==> src/rtl/input_debouncer_pkg.sv <==
// rtl/input_debouncer_pkg.sv - shared types and constants for the input debouncer
//
// Purpose: channel FSM state encoding and the default settling length used by
//          input_debouncer and debounce_channel.
// Ports:   none (package).

package input_debouncer_pkg;

    // Channel FSM: STABLE while the synchronised input matches the committed
    // output, SETTLING while a different candidate value is being timed.
    typedef enum logic {
        STABLE   = 1'b0,
        SETTLING = 1'b1
    } deb_state_t;

    // 10 ms of stability at 50 MHz.
    localparam int DEFAULT_DEBOUNCE_CYCLES = 500000;

endpackage

==> src/rtl/debounce_channel.sv <==
// rtl/debounce_channel.sv - one synchronise-and-debounce channel of WIDTH bits
//
// Purpose: two-flop synchroniser (s1 -> s2) followed by a stability-counter
//          FSM. The committed value only changes after the synchronised input
//          has held one value for DEBOUNCE_CYCLES consecutive clocks. The whole
//          WIDTH-bit vector shares one counter, so any bit change restarts
//          settling and the output always updates atomically.
// Ports:
//   clk    in   1      clock
//   rst_n  in   1      asynchronous active-low reset
//   raw    in   WIDTH  unsynchronised input pins
//   level  out  WIDTH  debounced, registered level
//   rise   out  1      registered one-cycle pulse on a 0->1 commit (WIDTH=1 only,
//                      held at 0 for wider channels)

module debounce_channel
    import input_debouncer_pkg::*;
#(
    parameter int WIDTH           = 1,
    parameter int DEBOUNCE_CYCLES = DEFAULT_DEBOUNCE_CYCLES,
    parameter int CNT_W           = $clog2(DEBOUNCE_CYCLES)
) (
    input  logic             clk,
    input  logic             rst_n,
    input  logic [WIDTH-1:0] raw,
    output logic [WIDTH-1:0] level,
    output logic             rise
);

    localparam logic [CNT_W-1:0] CNT_ONE  = CNT_W'(1);
    // Terminal count: the counter reaches this value and commits on the next
    // matching sample, so it never exceeds DEBOUNCE_CYCLES-1 and never wraps.
    localparam logic [CNT_W-1:0] CNT_LAST = CNT_W'(DEBOUNCE_CYCLES - 1);
    localparam bit               IS_BIT   = (WIDTH == 1);

    logic [WIDTH-1:0] s1;
    logic [WIDTH-1:0] s2;

    deb_state_t       state;
    deb_state_t       state_next;
    logic [WIDTH-1:0] cand;
    logic [WIDTH-1:0] cand_next;
    logic [CNT_W-1:0] cnt;
    logic [CNT_W-1:0] cnt_next;
    logic [WIDTH-1:0] level_next;
    logic             rise_next;
    logic             commit;

    // Two-flop synchroniser; nothing downstream looks at s1 or raw.
    always_ff @(posedge clk or negedge rst_n) begin
        if (!rst_n) begin
            s1 <= '0;
            s2 <= '0;
        end else begin
            s1 <= raw;
            s2 <= s1;
        end
    end

    // State register, including the datapath registers the FSM owns.
    always_ff @(posedge clk or negedge rst_n) begin
        if (!rst_n) begin
            state <= STABLE;
            cand  <= '0;
            cnt   <= '0;
            level <= '0;
            rise  <= 1'b0;
        end else begin
            state <= state_next;
            cand  <= cand_next;
            cnt   <= cnt_next;
            level <= level_next;
            rise  <= rise_next;
        end
    end

    // Next-state logic.
    always_comb begin
        state_next = state;
        cand_next  = cand;
        cnt_next   = cnt;
        commit     = 1'b0;
        case (state)
            STABLE: begin
                if (s2 != level) begin
                    state_next = SETTLING;
                    cand_next  = s2;
                    cnt_next   = CNT_ONE;
                end else begin
                    cnt_next   = '0;
                end
            end
            SETTLING: begin
                if (s2 == level) begin
                    // Bounced back to the committed value: abandon the candidate.
                    state_next = STABLE;
                    cnt_next   = '0;
                end else if (s2 != cand) begin
                    // A new value appeared mid-settle (vector channel): restart timing.
                    cand_next  = s2;
                    cnt_next   = CNT_ONE;
                end else if (cnt == CNT_LAST) begin
                    commit     = 1'b1;
                    state_next = STABLE;
                    cnt_next   = '0;
                end else begin
                    cnt_next   = cnt + CNT_ONE;
                end
            end
            default: begin
                state_next = STABLE;
                cnt_next   = '0;
            end
        endcase
    end

    // Output logic. The pulse is registered alongside level so both become
    // visible on the same edge; a 1->0 commit never pulses.
    always_comb begin
        level_next = commit ? cand : level;
        rise_next  = IS_BIT && commit && cand[0] && !level[0];
    end

endmodule

==> src/rtl/input_debouncer.sv <==
// rtl/input_debouncer.sv - pushbutton and slide-switch conditioner for the switch-reader slave
//
// Purpose: synchronises the raw board pins into HCLK, debounces them and
//          produces a single-cycle pulse per button press. Every output is a
//          flop, so there is no combinational path from the pins.
// Ports:
//   HCLK         in   1             system clock
//   HRESETn      in   1             asynchronous active-low reset
//   RawButtons   in   NUM_BUTTONS   raw pushbutton pins, active high
//   RawSwitches  in   NUM_SWITCHES  raw switch pins
//   Buttons      out  NUM_BUTTONS   debounced button levels
//   ButtonPulse  out  NUM_BUTTONS   one-cycle pulse when Buttons[i] rises
//   Switches     out  NUM_SWITCHES  debounced switch vector, updated atomically

module input_debouncer
    import input_debouncer_pkg::*;
#(
    parameter int NUM_BUTTONS     = 2,
    parameter int NUM_SWITCHES    = 16,
    parameter int DEBOUNCE_CYCLES = DEFAULT_DEBOUNCE_CYCLES
) (
    input  logic                    HCLK,
    input  logic                    HRESETn,
    input  logic [NUM_BUTTONS-1:0]  RawButtons,
    input  logic [NUM_SWITCHES-1:0] RawSwitches,
    output logic [NUM_BUTTONS-1:0]  Buttons,
    output logic [NUM_BUTTONS-1:0]  ButtonPulse,
    output logic [NUM_SWITCHES-1:0] Switches
);

    // Derived; every channel uses the same counter width.
    localparam int CNT_W = $clog2(DEBOUNCE_CYCLES);

    // Switch changes never pulse; the channel ties this to 0.
    logic switch_rise_unused;

    // Each button is an independent 1-bit channel with its own counter.
    for (genvar i = 0; i < NUM_BUTTONS; i++) begin : g_button
        debounce_channel #(
            .WIDTH           (1),
            .DEBOUNCE_CYCLES (DEBOUNCE_CYCLES),
            .CNT_W           (CNT_W)
        ) u_button (
            .clk   (HCLK),
            .rst_n (HRESETn),
            .raw   (RawButtons[i]),
            .level (Buttons[i]),
            .rise  (ButtonPulse[i])
        );
    end

    // The switch vector is one channel so the slave never sees a torn value.
    debounce_channel #(
        .WIDTH           (NUM_SWITCHES),
        .DEBOUNCE_CYCLES (DEBOUNCE_CYCLES),
        .CNT_W           (CNT_W)
    ) u_switches (
        .clk   (HCLK),
        .rst_n (HRESETn),
        .raw   (RawSwitches),
        .level (Switches),
        .rise  (switch_rise_unused)
    );

endmodule

==> config.mk <==
export PLATFORM = sky130hd
export DESIGN_NAME = input_debouncer
export DESIGN_NICKNAME = d
export VERILOG_FILES = /design/src/rtl/input_debouncer_pkg.sv /design/src/rtl/debounce_channel.sv /design/src/rtl/input_debouncer.sv
export SDC_FILE = /design/constraint.sdc
export NUM_CORES = 1
export LEC_CHECK = 0
export BUFFER_PORTS_ARGS = -buffer_cell sky130_fd_sc_hd__buf_4
export CORE_ASPECT_RATIO = 0.75
export CORE_MARGIN = 2
export CORE_UTILIZATION = 40
export DETAILED_ROUTE_END_ITERATION = 12
export HOLD_SLACK_MARGIN = 0.02
export PLACE_DENSITY = 0.67
export REMOVE_ABC_BUFFERS = 1
export SETUP_SLACK_MARGIN = 0.1
export SKIP_CTS_REPAIR_TIMING = 1
export SLEW_MARGIN = 30
export SYNTH_ARGS = -nofsm -noshare
export SYNTH_HDL_FRONTEND = slang
export SYNTH_SLANG_ARGS = --single-unit
==> constraint.sdc <==
create_clock -name HCLK -period 3.3 [get_ports HCLK]
set_clock_uncertainty 0.1 [all_clocks]
set_input_delay 0.66 -clock HCLK [delete_from_list [all_inputs] [get_ports HCLK]]
set_output_delay 0.66 -clock HCLK [all_outputs]
set_load 0.02 [all_outputs]
# Yosys cells after proc, flatten, opt, wreduce, memory -nomap -nowiden
# Index checks and enable logic that the tools add are counted.
dict set report word_totals {
  register_bits 134
  in_bits 20
  output_inout_bits 20
}
dict set report op_classes {
  addsub 3
  eq_ne 21
  n_mux 54
  bitwise 3
  n_reduce_logical 9
}
# operator n
set op_table {}
lappend op_table {{$mux 19} 9}
lappend op_table {{$pmux 19 s2} 3}
lappend op_table {{$add 19x1->19 const B} 3}
lappend op_table {{$eq 19x19->1 const B} 3}
lappend op_table {{$mux 16} 3}
lappend op_table {{$mux 1} 33}
lappend op_table {{$ne 16x16->1} 2}
lappend op_table {{$pmux 16 s2} 1}
lappend op_table {{$eq 16x16->1} 1}
lappend op_table {{$ne 2x2->1 const B} 6}
lappend op_table {{$pmux 1 s2} 5}
lappend op_table {{$reduce_and 3->1} 3}
lappend op_table {{$ne 2x1->1 const B} 3}
lappend op_table {{$logic_and 1x1->1} 4}
lappend op_table {{$ne 1x1->1} 4}
lappend op_table {{$not 1->1} 3}
lappend op_table {{$eq 1x1->1} 2}
lappend op_table {{$logic_not 1->1} 2}

# Depth between registers and ports, before layout
# Gate-level depths: netlist of the first run.
dict set report depth {
  depth_word 7
  mapped_depth 7
}

# Cells and area by module
# From an unflattened synthesis of the first run, not the netlist that was laid out.
dict set report hier_totals {
  hier_cells 507
  hier_area_um2 5898.2
}
# module instances cells_per_inst area_per_inst_um2
set by_module_without_submodules {}
lappend by_module_without_submodules {{debounce_channel (u_switches)} 1 249 3350.7}
lappend by_module_without_submodules {{debounce_channel (g_button[0].u_button ...)} 2 129 1273.7}

# Worst setup path after synthesis of the first run
# Ideal clock, no wire load.
dict set report synth_path {
  path_type {reg2reg}
  startpoint {register u_switches.cand[6]}
  endpoint {register u_switches.cand[10]}
  setup_ns 0.125
  t_arrival_ns 2.088
  slack_ns 0.987
  path_stages_with_launch 7
  synth_period_minus_slack_ns 2.313
  path_cell_list {dfrtp_1 > xnor2_1 > nand4_1 > or4_4 > o21ai_2 > buf_2 > mux2_2}
}
dict set report synth_between {
  elab_chain_cells 3
}
# item line_no
set synth_lines {}
lappend synth_lines {{start: declaration} debounce_channel.sv:41} ;# logic [WIDTH-1:0] cand;
lappend synth_lines {{start signal: assignment} debounce_channel.sv:70} ;# cand <= cand_next;
lappend synth_lines {{$ne 16x16->1} debounce_channel.sv:98} ;# end else if (s2 != cand) begin
lappend synth_lines {{$ne 2x2->1 (no source line)} --}
lappend synth_lines {{$reduce_and 3->1 (no source line)} --}
# Every way passes these cells.
# A chain may end at the register's enable or synchronous reset.

# Worst setup path after layout of the first run
dict set report layout_path {
  startpoint {register u_switches.s2[13]}
  endpoint {register u_switches.level[7]}
}
dict set report layout_between {
  elab_chain_cells 4
}
# item line_no
set layout_lines {}
lappend layout_lines {{start: declaration} debounce_channel.sv:37} ;# logic [WIDTH-1:0] s2;
lappend layout_lines {{start signal: assignment} debounce_channel.sv:53} ;# s2 <= '0;
lappend layout_lines {{start signal: assignment} debounce_channel.sv:56} ;# s2 <= s1;
lappend layout_lines {{$ne 16x16->1} debounce_channel.sv:98}
lappend layout_lines {{$mux 1} debounce_channel.sv:98}
lappend layout_lines {{$mux 1 *} debounce_channel.sv:94} ;# if (s2 == level) begin
lappend layout_lines {{$mux 1 *} debounce_channel.sv:83} ;# case (state)
lappend layout_lines {{end signal: assignment} debounce_channel.sv:72} ;# level <= level_next;
lappend layout_lines {{end: declaration} debounce_channel.sv:26} ;# output logic [WIDTH-1:0] level,
# Every way passes the cells marked *; elsewhere a longest branch is shown, timed or not.

==> impl_metrics.ini, run 1 <==
[floorplanning]
core_um2 = 13800
die_x_um = 142
die-area_um2 = 15300
die_y_um = 107
io_pins = 40
start_util_pct = 41.3
fp-row-count = 37

[power_and_ir_drop]
leakagePower_nw = 2.98
powerDensity_nw_per_um2 = 569
combPwrFrac_pct = 3.0
swShare_pct = 20.1
switchingPower_uw = 781
cell_internal_pwr_mw = 3.11
power.clock.fraction_pct = 53.1
pwr-share-seq_pct = 43.9
ir_drop_uv = 540

[job]
cap_viol_max_count = 0

[layout]
drive_above_1_share_pct = 20.0
fillers = 1162
regArea_um2 = 3350
nets = 554
multi_input_area_um2 = 2240
insertedDiodeCount = 0
layoutNonFillerInstCount = 719
syn_to_final_growth_pct = 19.9
final_util_pct = 49.5
layout_common_cells = dfrtp_1, nor2_1, xnor2_1
final_common_cell = dfrtp_1

[sta]
tightest_slew_ns = 0.547
rsz0062_at_grt = false
finalMaxSlewViolations = 0
relSlewSlack_pct = 63.6
finalHoldViolations = 0
tns_ns = 0
post-route-period-util_pct = 80.8
max_freq_mhz = 375
final.min_clock_period_ns = 2.67
setup_viol = 0

[global_routing]
grt_max_degree = 86
grt_pass1_wl_mm = 18.2
grt_pass1_vias = 3653
grt_usage_pct = 15.5
overflow = 0
antenna_found_initial = 0

[critical_path]
start_kind = register
rrSetupSlack_ns = 0.63
critPathBufInv = 1
crit_family = simple AND/OR/NAND/NOR gates
path_max_fanout = 9
crit_slowest_cell = nand4_1
crit_chain = xor2_1 -> nor4_1 -> nand4_1 -> nand4_1 -> buf_4 -> mux2_2
cp-end-kind = register
required_ns = 3.49
max_stage_delay_ns = 0.45
crit_top_cell = nand4_1
arrival_ns = 2.86
criticalPathCategory = reg -> reg

[route]
vias = 3563
first_pass_iters = 4
met3_wirelength_um = 410
dr.first_iter.drc_count = 156
viasPerCell = 4.96
post_drt_wl_per_cell_um = 14.7
wl_mm = 10.5
remaining_drc_errors = 0
wl_met2_mm = 4.70
drtAntennaViolNets = 0
met1_length_mm = 5.25
highest_layer = met4

[synth]
yosys_warnings = 0
yosysSeqAreaShare_pct = 58.7
synth_cell_types = 41
synth_seq_cells = 134
syn_avg_cell_area_um2 = 11.9
synth_cells = 481
netlist_area_um2 = 5710

[placement]
numPortBuffers = 39
dp_hpwl_mm = 6.99
place_inst = 686
gp_congestion = 0.820

[cts]
tritoncts = yes
cts_buffer_depth = 2
insertion_delay_ns = 0.41
numCtsBuffers = 17
clk_pin_slew_ns = 0.06
clock-sinks = 134
root_buffer = clkbuf_16
htreeDepth = 4

[run_status]
status = completed

[worst_hold_path]
hp-class = reg -> reg
==> registers in the layout (all words and copies together) (netlist names) <==
name                     count
g_button.u_button.rise       2
u_switches.level            16
g_button.u_button.cand       2
u_switches.cand             16
u_switches.cnt              19
u_switches.s2               16
g_button.u_button.level      2
g_button.u_button.s2         2
g_button.u_button.s1         2
u_switches.s1               16
u_switches.state             1
g_button.u_button.cnt       38
g_button.u_button.state      2
==> path summary, 6_finish.rpt <==
path	start	endpoint	cells past startpoint
max	u_switches.s2[13]	u_switches.level[7]	6
min	g_button[1].u_button.s1	g_button[1].u_button.s2	0
max reg2reg	u_switches.s2[13]	u_switches.level[7]	6
min reg2reg	g_button[1].u_button.s1	g_button[1].u_button.s2	0
max in group asynchronous	HRESETn	u_switches.cnt[17]	3
min in group asynchronous	HRESETn	u_switches.s1[8]	2
==> per-stage QoR <==
stage / power (mW) / instance area, um2 / hold WS [ns] / worst slack [ns]
after floorplan: 1.79 / 5630 / 0.231 / 0.936
after global placement: 1.85 / 6180 / 0.233 / 0.698
after detailed placement: 1.86 / 6180 / 0.236 / 0.673
after CTS: 3.93 / 6840 / -0.0202 / 0.578
after global routing: 4.03 / 6850 / 0.232 / 0.430
final: 3.89 / 6850 / 0.248 / 0.633
==> cell usage after synthesis <==
library cell | count | share of area (%)
dfrtp_1 | 134 | 59
nor2_1 | 69 | 4.5
xnor2_1 | 46 | 7.1
xor2_1 | 39 | 6.0
mux2_2 | 32 | 6.3
nand3_1 | 23 | 2.0
nand4_1 | 20 | 2.2
nand2_1 | 17 | 1.1
nor4_1 | 11 | 1.2
and4_1 | 10 | 1.5
inv_1 | 9 | 0.59
nor3_1 | 9 | 0.79
and3_1 | 6 | 0.66
clkbuf_1 | 5 | 0.33
a21o_1 | 4 | 0.53
and2_1 | 4 | 0.44
buf_4 | 4 | 0.53
nand2b_1 | 4 | 0.44
o21ai_0 | 4 | 0.35
ha_1 | 3 | 0.66
nor2b_1 | 3 | 0.33
a21oi_1 | 2 | 0.18
a41oi_1 | 2 | 0.31
buf_2 | 2 | 0.18
nor4b_1 | 2 | 0.31
or4_1 | 2 | 0.26
a21boi_0 | 1 | 0.13
a32oi_1 | 1 | 0.15
and2b_1 | 1 | 0.13
and3b_1 | 1 | 0.15
and4b_1 | 1 | 0.18
buf_6 | 1 | 0.20
buf_8 | 1 | 0.26
nor3b_1 | 1 | 0.13
nor4bb_1 | 1 | 0.18
o21ai_2 | 1 | 0.15
o21bai_1 | 1 | 0.13
o2bb2ai_1 | 1 | 0.15
o31a_2 | 1 | 0.18
or4_4 | 1 | 0.20
or4b_1 | 1 | 0.18
==> power by group through the flow <==
stage / logic (mW) / registers (mW) / clock network (mW)
finish: 0.116 / 1.71 / 2.07
global placement: 0.116 / 1.74 / 0
global route: 0.133 / 1.72 / 2.18
detailed placement: 0.119 / 1.74 / 0
CTS: 0.120 / 1.71 / 2.10
floorplan: 0.0529 / 1.73 / 0
==> metal layers <==
| metal | track usage, % | up-vias |
|---|---|---|
| met5 | 0 | - |
| met4 | 5.43 | 0 |
| met3 | 4.89 | 19 |
| met2 | 22.6 | 56 |
| met1 | 21.7 | 1732 |
| li1 | - | 1756 |
==> area by class of cell <==
class	count	share of cell area [%]
well taps	175	3.20
repair buffers	44	5.04
flip-flops and latches	134	49.0
multi-input cells	325	32.7
clock inverters	12	2.91
clock buffers	20	6.67
inverters	9	0.493
==> cells by family (layout without fill, tap and decap cells) <==
logic type      after synthesis  count (layout)  synth area share [%]
compound gates               18              18                  2.26
xor+xnor                     85              85                  13.0
fa+ha+maj                     3               3                 0.657
buf+inv                      22              85                  2.08
flops                       134             134                  58.7
mux                          32              32                  6.31
simple gates                187             187                  17.0
Power figures use the tool's default switching activity.
==> run 2, diff against run 1 <==
--- a/config.mk
+++ b/config.mk
@@ -5,13 +5,14 @@
 export SDC_FILE = /design/constraint.sdc
 export NUM_CORES = 1
 export LEC_CHECK = 0
+export ABC_AREA = 1
 export BUFFER_PORTS_ARGS = -buffer_cell sky130_fd_sc_hd__buf_4
 export CORE_ASPECT_RATIO = 0.75
 export CORE_MARGIN = 2
 export CORE_UTILIZATION = 40
 export DETAILED_ROUTE_END_ITERATION = 12
 export HOLD_SLACK_MARGIN = 0.02
-export PLACE_DENSITY = 0.67
+export PLACE_DENSITY = 0.66
 export REMOVE_ABC_BUFFERS = 1
 export SETUP_SLACK_MARGIN = 0.1
 export SKIP_CTS_REPAIR_TIMING = 1
==> constraint.sdc (replaced) <==
create_clock -name HCLK -period 2.8 [get_ports HCLK]
set_clock_uncertainty 0.1 [all_clocks]
set_input_delay 0.56 -clock HCLK [delete_from_list [all_inputs] [get_ports HCLK]]
set_output_delay 0.56 -clock HCLK [all_outputs]
set_load 0.02 [all_outputs]
==> run 2 against run 1 <==
Compared with the run above: final cell count grew 48%; cell area rose by 11%; combinational power up 39%; die area up 12%; critical endpoint is now u_switches.cnt[5]; synthesized cell count up 64%; routed wire length is 26% higher.
==> impl_metrics.ini, run 2 <==
[run_status]
status = completed

[sta]
finalHoldViolations = 0
rsz0062_at_grt = false
finalMaxSlewViolations = 0
tightest_slew_ns = 0.583
max_freq_mhz = 475
post-route-period-util_pct = 75.2
final.min_clock_period_ns = 2.11
relSlewSlack_pct = 61.1
tns_ns = 0
setup_viol = 0

[layout]
final_util_pct = 47.9
nets = 864
regMostFlops = g_button.u_button.cnt
drive_above_1_share_pct = 11.8
insertedDiodeCount = 0
top_regs = g_button.u_button.cnt (38), u_switches.cnt (19)
layout_common_cells = nand2_1, dfrtp_1, nor2_1
syn_to_final_growth_pct = 18.2
largest_reg_flops = 38
final_common_cell = nand2_1
final_area_um2 = 7590

[cts]
clk_pin_slew_ns = 0.06
cts_buffer_depth = 2
tritoncts = yes
numCtsBuffers = 17
htreeDepth = 4
root_buffer = clkbuf_16
clock-sinks = 134
insertion_delay_ns = 0.42

[global_routing]
use_met2_pct = 24.6
grtUsageMet3_pct = 5.12
grt_usage_pct = 16.9
grt_pass1_wl_mm = 22.9
grt_pass1_vias = 4744
overflow = 0
grt_max_degree = 63
busiest_layer = met2
grtUsageMet1_pct = 24.5
antenna_found_initial = 0

[critical_path]
required_ns = 3.03
crit_family = simple AND/OR/NAND/NOR gates
critPathBufInv = 1
crit_slowest_cell = dfrtp_1
cp-end-kind = register
crit_chain = nand2_1 -> inv_1 -> nor2_1 -> nor2_1 -> nand2_1 -> nor2_1 -> nand2_1 -> nand4_4 -> nor2_1
arrival_ns = 2.33
criticalPathCategory = reg -> reg
crit_top_cell = nor2_1
max_stage_delay_ns = 0.45
path_max_fanout = 17
start_kind = register

[floorplanning]
start_util_pct = 40.5
fp-row-count = 40
core_um2 = 15900
die_y_um = 114
io_pins = 40
die_x_um = 150
die-area_um2 = 17100

[placement]
gp_congestion = 0.836
placedInstanceArea_um2 = 6930
dp_hpwl_mm = 9.00
numPortBuffers = 39

[power_and_ir_drop]
ir_drop_uv = 344
powerDensity_nw_per_um2 = 612
power_mw = 4.65
leakagePower_nw = 3.64

[route]
wl_mm = 13.3
first_pass_iters = 7
viasPerCell = 4.68
vias = 4975
drtAntennaViolNets = 0
dr.first_iter.drc_count = 338
remaining_drc_errors = 0
post_drt_wl_per_cell_um = 12.5

[synth]
synth-main-ff-cell = dfrtp_1
synth_cells = 791
synth.area.top_cells = dfrtp_1, nand2_1, nor2_1, inv_1, xor2_1
synthArstFlopShare_pct = 100
synthTopCellsByCount = nand2_1, dfrtp_1, nor2_1, inv_1, nand3_1
syn_avg_cell_area_um2 = 8.12
synth-edff-count = 0
synth_seq_cells = 134
synth_cell_types = 33
yosys_warnings = 0
netlist_area_um2 = 6430
yosysSeqAreaShare_pct = 52.2
synth_top_area_share_pct = 52.2
yosysTopAreaCell = dfrtp_1
synth.most_common_cell = nand2_1

[worst_hold_path]
hp-class = in -> reg

[job]
cap_viol_max_count = 0
==> run 2: cell types whose count changed after synthesis, moves of 13 or more <==
cell / delta
inv_1: +94
xnor2_1: -31
nor2_1: +45
nand3_1: +18
nand2_1: +217
nor2_2: +13
nor3_1: +16
xor2_1: -13
mux2_2: -32
==> run 2: final timing paths <==
kind	startpoint	to	slack [ns]	cells after the start
worst max-delay path	u_switches.s2[4]	u_switches.cnt[5]	0.69	9
worst min-delay path	RawButtons[1]	g_button[1].u_button.s1	0.14	1
worst max register to register	u_switches.s2[4]	u_switches.cnt[5]	0.69	9
worst min register to register	u_switches.s1[2]	u_switches.s2[2]	0.25	0
max in group asynchronous	HRESETn	u_switches.level[1]	1.32	3
min in group asynchronous	HRESETn	u_switches.cnt[10]	0.55	2
==> run 2: kinds of logic after synthesis <==
kind of cell    share of synthesized area [%]
buf+inv                                  8.08
compound gates                           1.89
flops                                    52.2
simple gates                             31.7
fa+ha+maj                               0.584
xor+xnor                                 5.59
==> run 2: routing by layer <==
metal	wire length, um	vias to the layer above
li1	-	2555
met1	6800	2293
met2	5610	115
met3	757	12
met4	116	0
met5	0	-
==> run 2: layout make-up <==
class / instances / area (um2)
fillers: 1509 / 8270
flip-flops and latches: 134 / 3350
multi-input cells: 535 / 2550
clock buffers: 20 / 457
inverters: 106 / 398
repair buffers: 47 / 372
well taps: 210 / 263
clock inverters: 12 / 199
==> run 2: worst reg2reg max path, stage by stage, from the launching register on <==
cell and delay [ns]:
dfrtp_1 0.45, nand2_1 0.10, inv_1 0.04, nor2_1 0.09
nor2_1 0.06, nand2_1 0.06, nor2_1 0.04, nand2_1 0.43
nand4_4 0.44, nor2_1 0.22
==> run 2: report_power, final <==
group          leakage [nW]  switching [mW]  total (mW)  internal [mW]
clock network         0.320           0.844        2.47           1.63
logic                  1.59          0.0987       0.161         0.0625
registers              1.72          0.0376        2.02           1.98
==> run 2: through the flow <==
| step | hold WS [ns] | instances | setup slack [ns] |
|---|---|---|---|
| after floorplan | 0.164 | 775 | 0.531 |
| after global placement | 0.232 | 1031 | 0.758 |
| after detailed placement | 0.235 | 1031 | 0.708 |
| after CTS | -0.00515 | 1063 | 0.682 |
| after global routing | 0.126 | 1064 | 0.502 |
| final | 0.139 | 1064 | 0.694 |
